**src/rtl/forloop_serializer_02_if.sv**
```systemverilog
// Parallel-load / serial-out bus between an upstream register bank and the serializer.
// The master drives the word and the load strobe. The slave returns the stream and its status.
interface forloop_serializer_02_if #(
  parameter int W = 32
);
  logic [W-1:0] d;
  logic         ld;
  logic         so;
  logic         sv;
  logic         busy;
  logic         done;
  logic         par;
  logic         err;

  modport master (output d, ld, input so, sv, busy, done, par, err);
  modport slave  (input d, ld, output so, sv, busy, done, par, err);
endinterface

```
**src/rtl/forloop_serializer_02.sv**
```systemverilog
// Captures a W-bit word on a load strobe and shifts it out one bit per clock.
// Reports the XOR parity on completion and flags loads that arrive mid-stream.
module forloop_serializer_02 #(
  parameter int W         = 32,
  parameter bit MSB_FIRST = 1'b0
) (
  input logic                   c,
  input logic                   r,
  forloop_serializer_02_if.slave bus
);
  localparam int CNT_W = $clog2(W);

  typedef enum logic [1:0] {IDLE, SHIFT, DONE} state_e;

  state_e           state_q, state_d;
  logic [W-1:0]     shreg_q;
  logic [CNT_W-1:0] cnt_q, cnt_d;
  logic             acc_q, acc_d;
  logic             par_q, par_d;
  logic             err_q, err_d;
  logic             load_en, shift_en, so_w, last_w;

  assign so_w   = (state_q == SHIFT) & (MSB_FIRST ? shreg_q[W-1] : shreg_q[0]);
  assign last_w = (cnt_q == CNT_W'(W - 1));

  always_ff @(posedge c) begin
    if (r) begin
      state_q <= IDLE;
      cnt_q   <= '0;
      acc_q   <= 1'b0;
      par_q   <= 1'b0;
      err_q   <= 1'b0;
    end else begin
      state_q <= state_d;
      cnt_q   <= cnt_d;
      acc_q   <= acc_d;
      par_q   <= par_d;
      err_q   <= err_d;
    end
  end

  always_comb begin
    state_d  = state_q;
    cnt_d    = cnt_q;
    acc_d    = acc_q;
    par_d    = par_q;
    err_d    = err_q;
    load_en  = 1'b0;
    shift_en = 1'b0;
    case (state_q)
      IDLE, DONE: begin
        if (bus.ld) begin
          load_en = 1'b1;
          cnt_d   = '0;
          acc_d   = 1'b0;
          state_d = SHIFT;
        end else begin
          state_d = IDLE;
        end
      end
      SHIFT: begin
        shift_en = 1'b1;
        acc_d    = acc_q ^ so_w;
        cnt_d    = cnt_q + 1'b1;
        // A load while streaming is only recorded; the word in flight is untouched.
        if (bus.ld) err_d = 1'b1;
        if (last_w) begin
          state_d = DONE;
          par_d   = acc_q ^ so_w;
          cnt_d   = '0;
        end
      end
      default: state_d = IDLE;
    endcase
  end

  for (genvar i = 0; i < W; i++) begin : g_bit
    logic shift_in;
    if (MSB_FIRST) begin : g_msb
      if (i == 0) begin : g_edge
        assign shift_in = 1'b0;
      end else begin : g_mid
        assign shift_in = shreg_q[i-1];
      end
    end else begin : g_lsb
      if (i == W - 1) begin : g_edge
        assign shift_in = 1'b0;
      end else begin : g_mid
        assign shift_in = shreg_q[i+1];
      end
    end

    always_ff @(posedge c) begin
      if (r)             shreg_q[i] <= 1'b0;
      else if (load_en)  shreg_q[i] <= bus.d[i];
      else if (shift_en) shreg_q[i] <= shift_in;
    end
  end

  assign bus.so   = so_w;
  assign bus.sv   = (state_q == SHIFT);
  assign bus.busy = (state_q != IDLE);
  assign bus.done = (state_q == DONE);
  assign bus.par  = par_q;
  assign bus.err  = err_q;
endmodule

```
**src/flat_wrapper.sv**
```systemverilog
// flat-port wrapper written by rule: the top's interface ports become plain ports
module forloop_serializer_02_flat 
#(
  parameter int W         = 32,
  parameter bit MSB_FIRST = 1'b0
)
  (c, r, bus_d, bus_ld, bus_so, bus_sv, bus_busy, bus_done, bus_par, bus_err);
  forloop_serializer_02_if #(.W(W)) bus_i ();
  input logic c;
  input logic r;
  input wire logic [$bits(bus_i.d)-1:0] bus_d;
  input wire logic [$bits(bus_i.ld)-1:0] bus_ld;
  output wire logic [$bits(bus_i.so)-1:0] bus_so;
  output wire logic [$bits(bus_i.sv)-1:0] bus_sv;
  output wire logic [$bits(bus_i.busy)-1:0] bus_busy;
  output wire logic [$bits(bus_i.done)-1:0] bus_done;
  output wire logic [$bits(bus_i.par)-1:0] bus_par;
  output wire logic [$bits(bus_i.err)-1:0] bus_err;
  assign bus_i.d = bus_d;
  assign bus_i.ld = bus_ld;
  assign bus_so = bus_i.so;
  assign bus_sv = bus_i.sv;
  assign bus_busy = bus_i.busy;
  assign bus_done = bus_i.done;
  assign bus_par = bus_i.par;
  assign bus_err = bus_i.err;
  forloop_serializer_02 #(.W(W), .MSB_FIRST(MSB_FIRST)) u_core (.c(c), .r(r), .bus(bus_i));
endmodule
```
**config.mk**
```make
export PLATFORM = sky130hd
export DESIGN_NAME = forloop_serializer_02_flat
export DESIGN_NICKNAME = d
export VERILOG_FILES = /design/src/rtl/forloop_serializer_02_if.sv /design/src/rtl/forloop_serializer_02.sv /design/src/flat_wrapper.sv
export SDC_FILE = /design/constraint.sdc
export NUM_CORES = 1
export LEC_CHECK = 0
export CORE_AREA = 2 2 66 68
export DETAILED_ROUTE_END_ITERATION = 12
export DIE_AREA = 0 0 68 70
export PLACE_DENSITY = 0.74
export SETUP_SLACK_MARGIN = 0.4
export SLEW_MARGIN = 20
export SYNTH_ARGS = -nofsm -noshare
export SYNTH_HDL_FRONTEND = slang
export SYNTH_SLANG_ARGS = --single-unit
```
**constraint.sdc**
```tcl
create_clock -name c -period 1.9 [get_ports c]
set_input_delay 0.38 -clock c [delete_from_list [all_inputs] [get_ports c]]
set_output_delay 0.38 -clock c [all_outputs]
set_load 0.02 [all_outputs]
```
* After elaboration in Yosys (flattened, before gate mapping)
Cells that the tools add are included.
** Word-level totals
- Register bits after elaboration :: 42
- Output and inout bits :: 6
- Input port bits :: 35
- Word-level logic and storage cells :: 128
** Cells by class
- Bitwise logic cells :: 2
- Reductions and logical operators :: 8
- Add/subtract/negate cells :: 1
- Eq/ne operators :: 5
- Mux-type cells :: 75
** Operators by type and width (number)
- $mux 1 :: 69
- $mux 5 :: 2
- $pmux 5 s2 :: 1
- $reduce_and 2->1 :: 3
- $reduce_bool 2->1 :: 3
- $add 5x1->5 const B :: 1
- $eq 5x5->1 const B :: 1
- $pmux 2 s2 :: 1
- $eq 2x1->1 const B :: 1
- $eq 2x2->1 const B :: 1
- $logic_not 2->1 :: 1
- $mux 2 :: 1
- $ne 2x1->1 const B :: 1
- $ne 2x2->1 const B :: 1
- $pmux 1 s2 :: 1
- $reduce_or 2->1 :: 1
- $and 1x1->1 :: 1
- $xor 1x1->1 :: 1

* Logic depth before layout (Yosys ltp)
Gate-level depths: netlist (run 1).
- Depth after elaboration :: 4
- Gate-level depth with buffers :: 7

* Worst setup path before layout (run 1)
Ideal clock, no wire load.
- Path type :: register to register
- Start point :: reg u_core.cnt_q[0]
- End point :: reg u_core.cnt_q[2]
- Clock period less this slack :: 1.830 ns
- Cell stages (with the launch flop) :: 7
- Required time :: 1.814 ns
- Buffers on the path :: 1
- Arrival time :: 1.744 ns
- Setup slack :: 0.070 ns
- Setup time :: 0.086 ns
- Cells stage by stage :: dfxtp_1 > ha_1 > and3_1 > ha_1 > clkbuf_1 > or4b_1 > a211oi_1
** Between the ends
- Word-level cells in the longest chain between the ends :: 3
- Elaborated cells between the ends (all ways) :: 4
- Classes of those cells :: add/sub: 1; eq/ne: 1; mux: 2
** RTL lines
- from (decl) :: RTL line forloop_serializer_02.sv:17 : logic [CNT_W-1:0] cnt_q, cnt_d;
- from (signal assigned) :: RTL line forloop_serializer_02.sv:35 : cnt_q <= cnt_d;
- $add 5x1->5 / $eq 5x5->1 (equally long branches) :: RTL line forloop_serializer_02.sv:64, forloop_serializer_02.sv:24
- $mux 5 (*) :: RTL line forloop_serializer_02.sv:67 : if (last_w) begin
- $pmux 5 s2 (*) :: RTL line forloop_serializer_02.sv:50 : case (state_q)
Mark *: on every way between the ends. The rest lies on a longest branch, timed or not.
A chain may end at the register's enable or synchronous reset.

* Worst setup path after layout (run 1)
Same ends and word-level chain as after synthesis.

==> results of run 1 <==
==> area by class of cell <==
type	count	area [um2]	share of cell area, %
inverter	1	3.75	0.156
timing repair buffer	54	529	22.0
sequential	42	851	35.3
clock buffer	7	86.3	3.59
multi-input combinational	135	867	36.0
clock inverter	1	5.00	0.208
tap	52	65.1	2.70
==> sequential cells by signal (all words and copies together), names as in the netlist <==
| register | cells |
|---|---|
| u_core.g_bit.shift_in | 31 |
| u_core.cnt_q | 5 |
| u_core.state_q | 2 |
| u_core.acc_q | 1 |
| u_core.bus.err | 1 |
| u_core.bus.par | 1 |
| u_core.shreg_q | 1 |
==> per-layer routing <==
metal	routed length, um	part of all wire (%)	up-vias	track usage, %
met5	0	0	-	0
met4	66	1.6	0	6.67
met3	209	5.0	6	4.83
met2	2070	50	41	28.7
met1	1790	43	782	23.7
li1	-	-	820	-
==> kinds of logic after synthesis <==
kind of cell,after synthesis,share of synthesized area [%]
buffers and inverters,23,5.52
multiplexers,1,0.646
AO/OA/AOI/OAI,77,27.5
XOR/XNOR,1,0.502
flip-flops,42,48.2
AND/OR/NAND/NOR,54,16.2
adder cells (fa/ha/maj),2,1.43
==> power by group <==
group | switching, mW | internal (mW)
logic | 0.159 | 0.165
clock network | 0.291 | 0.293
registers | 0.0325 | 0.934
==> synth_stat cells (2+ instances only) <==
cell type,count,share of area (%)
a22oi_1,31,13
clkbuf_1,13,2.8
a31oi_1,2,0.72
o21ai_0,2,0.57
nand2b_1,2,0.72
a21oi_1,37,11
nand2_1,3,0.65
a211oi_1,3,1.3
dfxtp_1,42,48
ha_1,2,1.4
nor2b_1,2,0.72
nor2_1,5,1.1
nand3_1,35,10
buf_2,8,2.3
==> worst max path at each step <==
stage	from	endpoint	slack [ps]
2_1_floorplan	u_core.cnt_q[1]	u_core.cnt_q[2]	190
3_3_place_gp	bus_ld	u_core.g_bit[10].shift_in	230
3_5_place_dp	bus_ld	u_core.g_bit[29].shift_in	200
4_1_cts	u_core.cnt_q[0]	u_core.cnt_q[2]	260
5_1_grt	u_core.cnt_q[0]	u_core.cnt_q[2]	240
6_report	u_core.cnt_q[0]	u_core.cnt_q[2]	290
==> stage by stage <==
stage          power (mW)  instance area, um2
2_1_floorplan        1.15                1780
3_3_place_gp         1.29                2230
3_5_place_dp         1.30                2230
4_1_cts              1.88                2360
5_1_grt              1.96                2410
6_report             1.87                2410
==> critical path: cells and delay by family (launching register included) <==
kind                       cells  cell delay (ps)
AOI/OAI and AO/OA              1              190
adders and majority gates      2              310
DFF                            1              360
and+or+nand+nor                2              680
==> repair_timing <==
item / in CTS / in global routing
gates resized for setup: 23 / 11
pin swaps: 4 / 1
hold buffers: 0 / 0
setup buffers: 4 / 1
gates cloned: 0 / 0
endpoints found under the setup margin: 9 / 8
hold endpoints to repair: 0 / 0
==> out/results.ini, run 1 <==
[critical_path]
rr_worst_depth=5
max_stage_delay_ps=510
cp_common_cell=ha_4
cp_slowest_cell=or4b_4
crit_fanout=4
cp-start-kind=flip-flop
r2r-end=u_core.cnt_q[2]
critPathKind=flip-flop to flip-flop
crit_required_ps=2120
r2r-start=u_core.cnt_q[0]
arrival_ps=1830
rrSetupSlack_ps=290
critPathCaptureType=flip-flop
path_cells=ha_4 -> and3_4 -> ha_4 -> or4b_4 -> a211oi_2

[finish]
area_growth_pct=38.0
nNetsFinal=276
antenna_cells=0
final_util_pct=58.1
n_fill_cell=377
finalNonFillerCells=292
layout_common_cells=dfxtp_1, a21oi_1, nand3_1, clkdlybuf4s50_1, a22oi_1
drive_above_1_share_pct=16.7
layout_commonest_cell=dfxtp_1

[cts]
numCtsBuffers=5
clock_sinks=42
clockRootBuffer=clkbuf_8
htreeDepth=2
clk_latency_ps=300
clock_path_buffers=2
cts.reportedPaths.clkPinSlew_ps=80
cts_tree=yes

[routing]
wl_per_cell_um=14.2
dr_total_vias=1649
routed_via_density=5.65
drt-total-wl_mm=4.14
drtPass1Iterations=5
drcViolationCount=0
drtAntennaViolNets=0
drt-initial-drc-count=124

[hold_path]
hold_start=u_core.g_bit[14].shift_in
holdCritPathClass=flip-flop to flip-flop
hold_path_end=u_core.g_bit[14].shift_in
min_path_cells=2

[yosys]
synthesis.nets=237
synth_edf_count=0
synthDistinctLibCells=27
syn-cell-area_mm2=0.00174
avgSynthCellArea_um2=8.72
yosysWarnings=0
syn_inst=200
synth-seq-cells=42
synthFlopType=dfxtp_1
synth-seq-area-share_pct=48.2
async_flop_share_pct=0

[placement]
dp_hpwl_mm=2.60
placed_cells=279
post-place-ws_ps=197
gp_congestion=0.733
port_buffers=40

[sta]
slew_violations=0
fin_tns_setup_ps=0
hold_violations=0
setup_viol=0
setup_ws_ps=290
max_slew_margin_pct=78.3
rsz0062_at_grt=yes
fin_crit_sh_pct=84.8
whs_ps=468
clock-skew-final_ps=7.99
min_period_ps=1610
max_freq_mhz=621
worst_slew_pin_slew_ps=326

[global_routing]
grt_overflow=0
grt_pass1_vias=1443
grt_use_total_pct=18.3
grt_antenna_before_repair=0
grt_pass1_wl_mm=6.57
grt_max_degree=43

[pwr]
power_density_mw_per_mm2=779
p_leak_nw=0.860
ir_worst_vdd_v=0.000375

[floorplan]
die_x_um=68
ios=41
fp.dieH_um=70
die_area_mm2=0.00476
num_rows=24
core-area_mm2=0.00414
start_util_pct=42.1

[job]
maxCapViolCount=0

[run_status]
outcome=completed

No activity file was read; power rests on OpenSTA's default activity.
==> inputs of run 2 (changes only) <==
Settings changed: CORE_AREA 2 2 66 68 to 2 2 63 65, DIE_AREA 0 0 68 70 to 0 0 65 67, PLACE_DENSITY 0.74 to 0.77.
Clock period 1.9 ns to 1.7 ns, I/O delays scaled along.
==> out/results.ini, run 2 (synthesized netlist as in run 1, its figures left out) <==
[finish]
layout_commonest_cell=dfxtp_1  ; unchanged
drive_above_1_share_pct=23.9  ; was 16.7%
antenna_cells=0  ; unchanged
finalNonFillerCells=295  ; was 292
layout_common_cells=dfxtp_1, a21oi_1, nand3_1, clkdlybuf4s50_1, a22oi_1  ; unchanged
nNetsFinal=283  ; was 276
area_growth_pct=47.3  ; was 38.0%
final_area_mm2=0.00257  ; was 0.00241 mm2
final_util_pct=71.2  ; was 58.1%
largest_register_ffs=31  ; unchanged
n_fill_cell=277  ; was 377

[routing]
drt-total-wl_mm=4.43  ; was 4.14 mm
drtPass1Iterations=4  ; was 5
drtAntennaViolNets=0  ; unchanged
drt-initial-drc-count=144  ; was 124
routed_via_density=5.78  ; was 5.65
wl_per_cell_um=15.0  ; was 14.2 um
dr_total_vias=1705  ; was 1,649
drcViolationCount=0  ; unchanged

[critical_path]
cp-start-kind=flip-flop  ; unchanged
critPathCaptureType=flip-flop  ; unchanged
r2r-start=u_core.cnt_q[1]  ; was u_core.cnt_q[0]
cp_common_cell=ha_4  ; unchanged
r2r-end=u_core.cnt_q[2]  ; unchanged
rrSetupSlack_ps=140  ; was 290 ps
rr_worst_depth=5  ; unchanged
path_cells=ha_4 -> and3_4 -> ha_4 -> or4b_4 -> a211oi_2  ; unchanged
critPathKind=flip-flop to flip-flop  ; unchanged
crit_fanout=4  ; unchanged
arrival_ps=1780  ; was 1830 ps
cp_slowest_cell=or4b_4  ; unchanged
max_stage_delay_ps=470  ; was 510 ps
crit_required_ps=1920  ; was 2120 ps

[sta]
max_slew_margin_pct=85.5  ; was 78.3%
setup_viol=0  ; unchanged
setup_ws_ps=143  ; was 290 ps
whs_ps=412  ; was 468 ps
min_period_ps=1560  ; was 1610 ps
slew_violations=0  ; unchanged
fin_crit_sh_pct=91.6  ; was 84.8%
fin_tns_setup_ps=0  ; unchanged
max_freq_mhz=642  ; was 621 MHz
hold_violations=0  ; unchanged
worst_slew_pin_slew_ps=215  ; was 326 ps
rsz0062_at_grt=yes  ; unchanged
clock-skew-final_ps=7.66  ; was 7.99 ps

[floorplan]
fp.dieH_um=67  ; was 70 um
ios=41  ; unchanged
start_util_pct=48.4  ; was 42.1%
die_area_mm2=0.00436  ; was 0.00476 mm2
core-area_mm2=0.00361  ; was 0.00414 mm2
num_rows=22  ; was 24
die_x_um=65  ; was 68 um

[global_routing]
grt_pass1_wl_mm=7.05  ; was 6.57 mm
grt_use_total_pct=21.2  ; was 18.3%
grt_overflow=0  ; unchanged
grt_antenna_before_repair=0  ; unchanged
grt_pass1_vias=1556  ; was 1,443
grt_max_degree=43  ; unchanged

[placement]
dp_hpwl_mm=2.68  ; was 2.60 mm
gp_congestion=0.812  ; was 0.733
placed_cell_area_mm2=0.00230  ; was 0.00223 mm2
port_buffers=40  ; unchanged
post-place-ws_ps=81.1  ; was 197 ps
placed_cells=279  ; unchanged

[cts]
clock_sinks=42  ; unchanged
cts_tree=yes  ; unchanged
htreeDepth=2  ; unchanged
cts.reportedPaths.clkPinSlew_ps=70  ; was 80 ps
clk_latency_ps=300  ; about the same
numCtsBuffers=5  ; unchanged
clockRootBuffer=clkbuf_8  ; unchanged
clock_path_buffers=2  ; unchanged
cts_hold_buf=0  ; unchanged

[pwr]
power_density_mw_per_mm2=837  ; was 779 mW/mm2
ir_worst_vdd_v=0.000688  ; was 0.000375 V
total_power_mw=2.15  ; was 1.87 mW
p_leak_nw=0.932  ; was 0.860 nW

[job]
maxCapViolCount=0  ; unchanged

[hold_path]
holdCritPathClass=input pin to flip-flop  ; was flip-flop to flip-flop
hold_start=bus_ld  ; was u_core.g_bit[14].shift_in
hold_path_end=u_core.bus.err  ; was u_core.g_bit[14].shift_in
min_path_cells=3  ; was 2

[run_status]
outcome=completed  ; unchanged

==> run 2: final cells by class <==
type | instances | area, um2 | area share [%]
inverter | 1 | 6.26 | 0.244
clock inverter | 1 | 5.00 | 0.195
sequential | 42 | 851 | 33.1
clock buffer | 7 | 86.3 | 3.36
timing repair buffer | 61 | 642 | 25.0
multi-input combinational | 135 | 918 | 35.8
tap | 48 | 60.1 | 2.34
==> run 2: timing repair <==
| action | 4_1_cts | 5_1_grt |
|---|---|---|
| endpoints found under the hold margin | 0 | 0 |
| resized for setup | 36 | 25 |
| endpoints found under the setup margin | 17 | 45 |
| buffers inserted | 5 | 2 |
| pin swaps | 5 | 2 |
| cloned | 0 | 1 |
==> run 2: critical path: cells and delay by family, from the launching register on <==
family                   cells  cell delay [ps]
adder cells (fa/ha/maj)      2              310
flip-flops                   1              360
AND/OR/NAND/NOR              2              640
AO/OA/AOI/OAI                1              170
==> run 2: where the power goes <==
group	internal, mW	total [mW]	leakage, nW	switching [mW]
Combinational	0.216	0.410	0.538	0.193
Sequential	1.04	1.08	0.346	0.0377
Clock	0.327	0.658	0.0482	0.331
==> run 2: per-layer routing <==
metal  GRT usage [%]  wire length, um
met3            5.91              250
met2            33.8             2260
met5               0                0
met4            8.51               74
met1            26.9             1850
==> run 2: worst max path at each step <==
stage / start / to / slack [ps] / cells past startpoint
floorplan: u_core.cnt_q[0] / u_core.cnt_q[2] / 0.9 / 6
global placement: u_core.state_q[0] / bus_so / 100 / 4
detailed placement: u_core.state_q[0] / bus_so / 80 / 4
CTS: u_core.cnt_q[1] / u_core.cnt_q[2] / 120 / 5
global route: u_core.cnt_q[1] / u_core.cnt_q[2] / 110 / 5
finish: u_core.cnt_q[1] / u_core.cnt_q[2] / 140 / 5
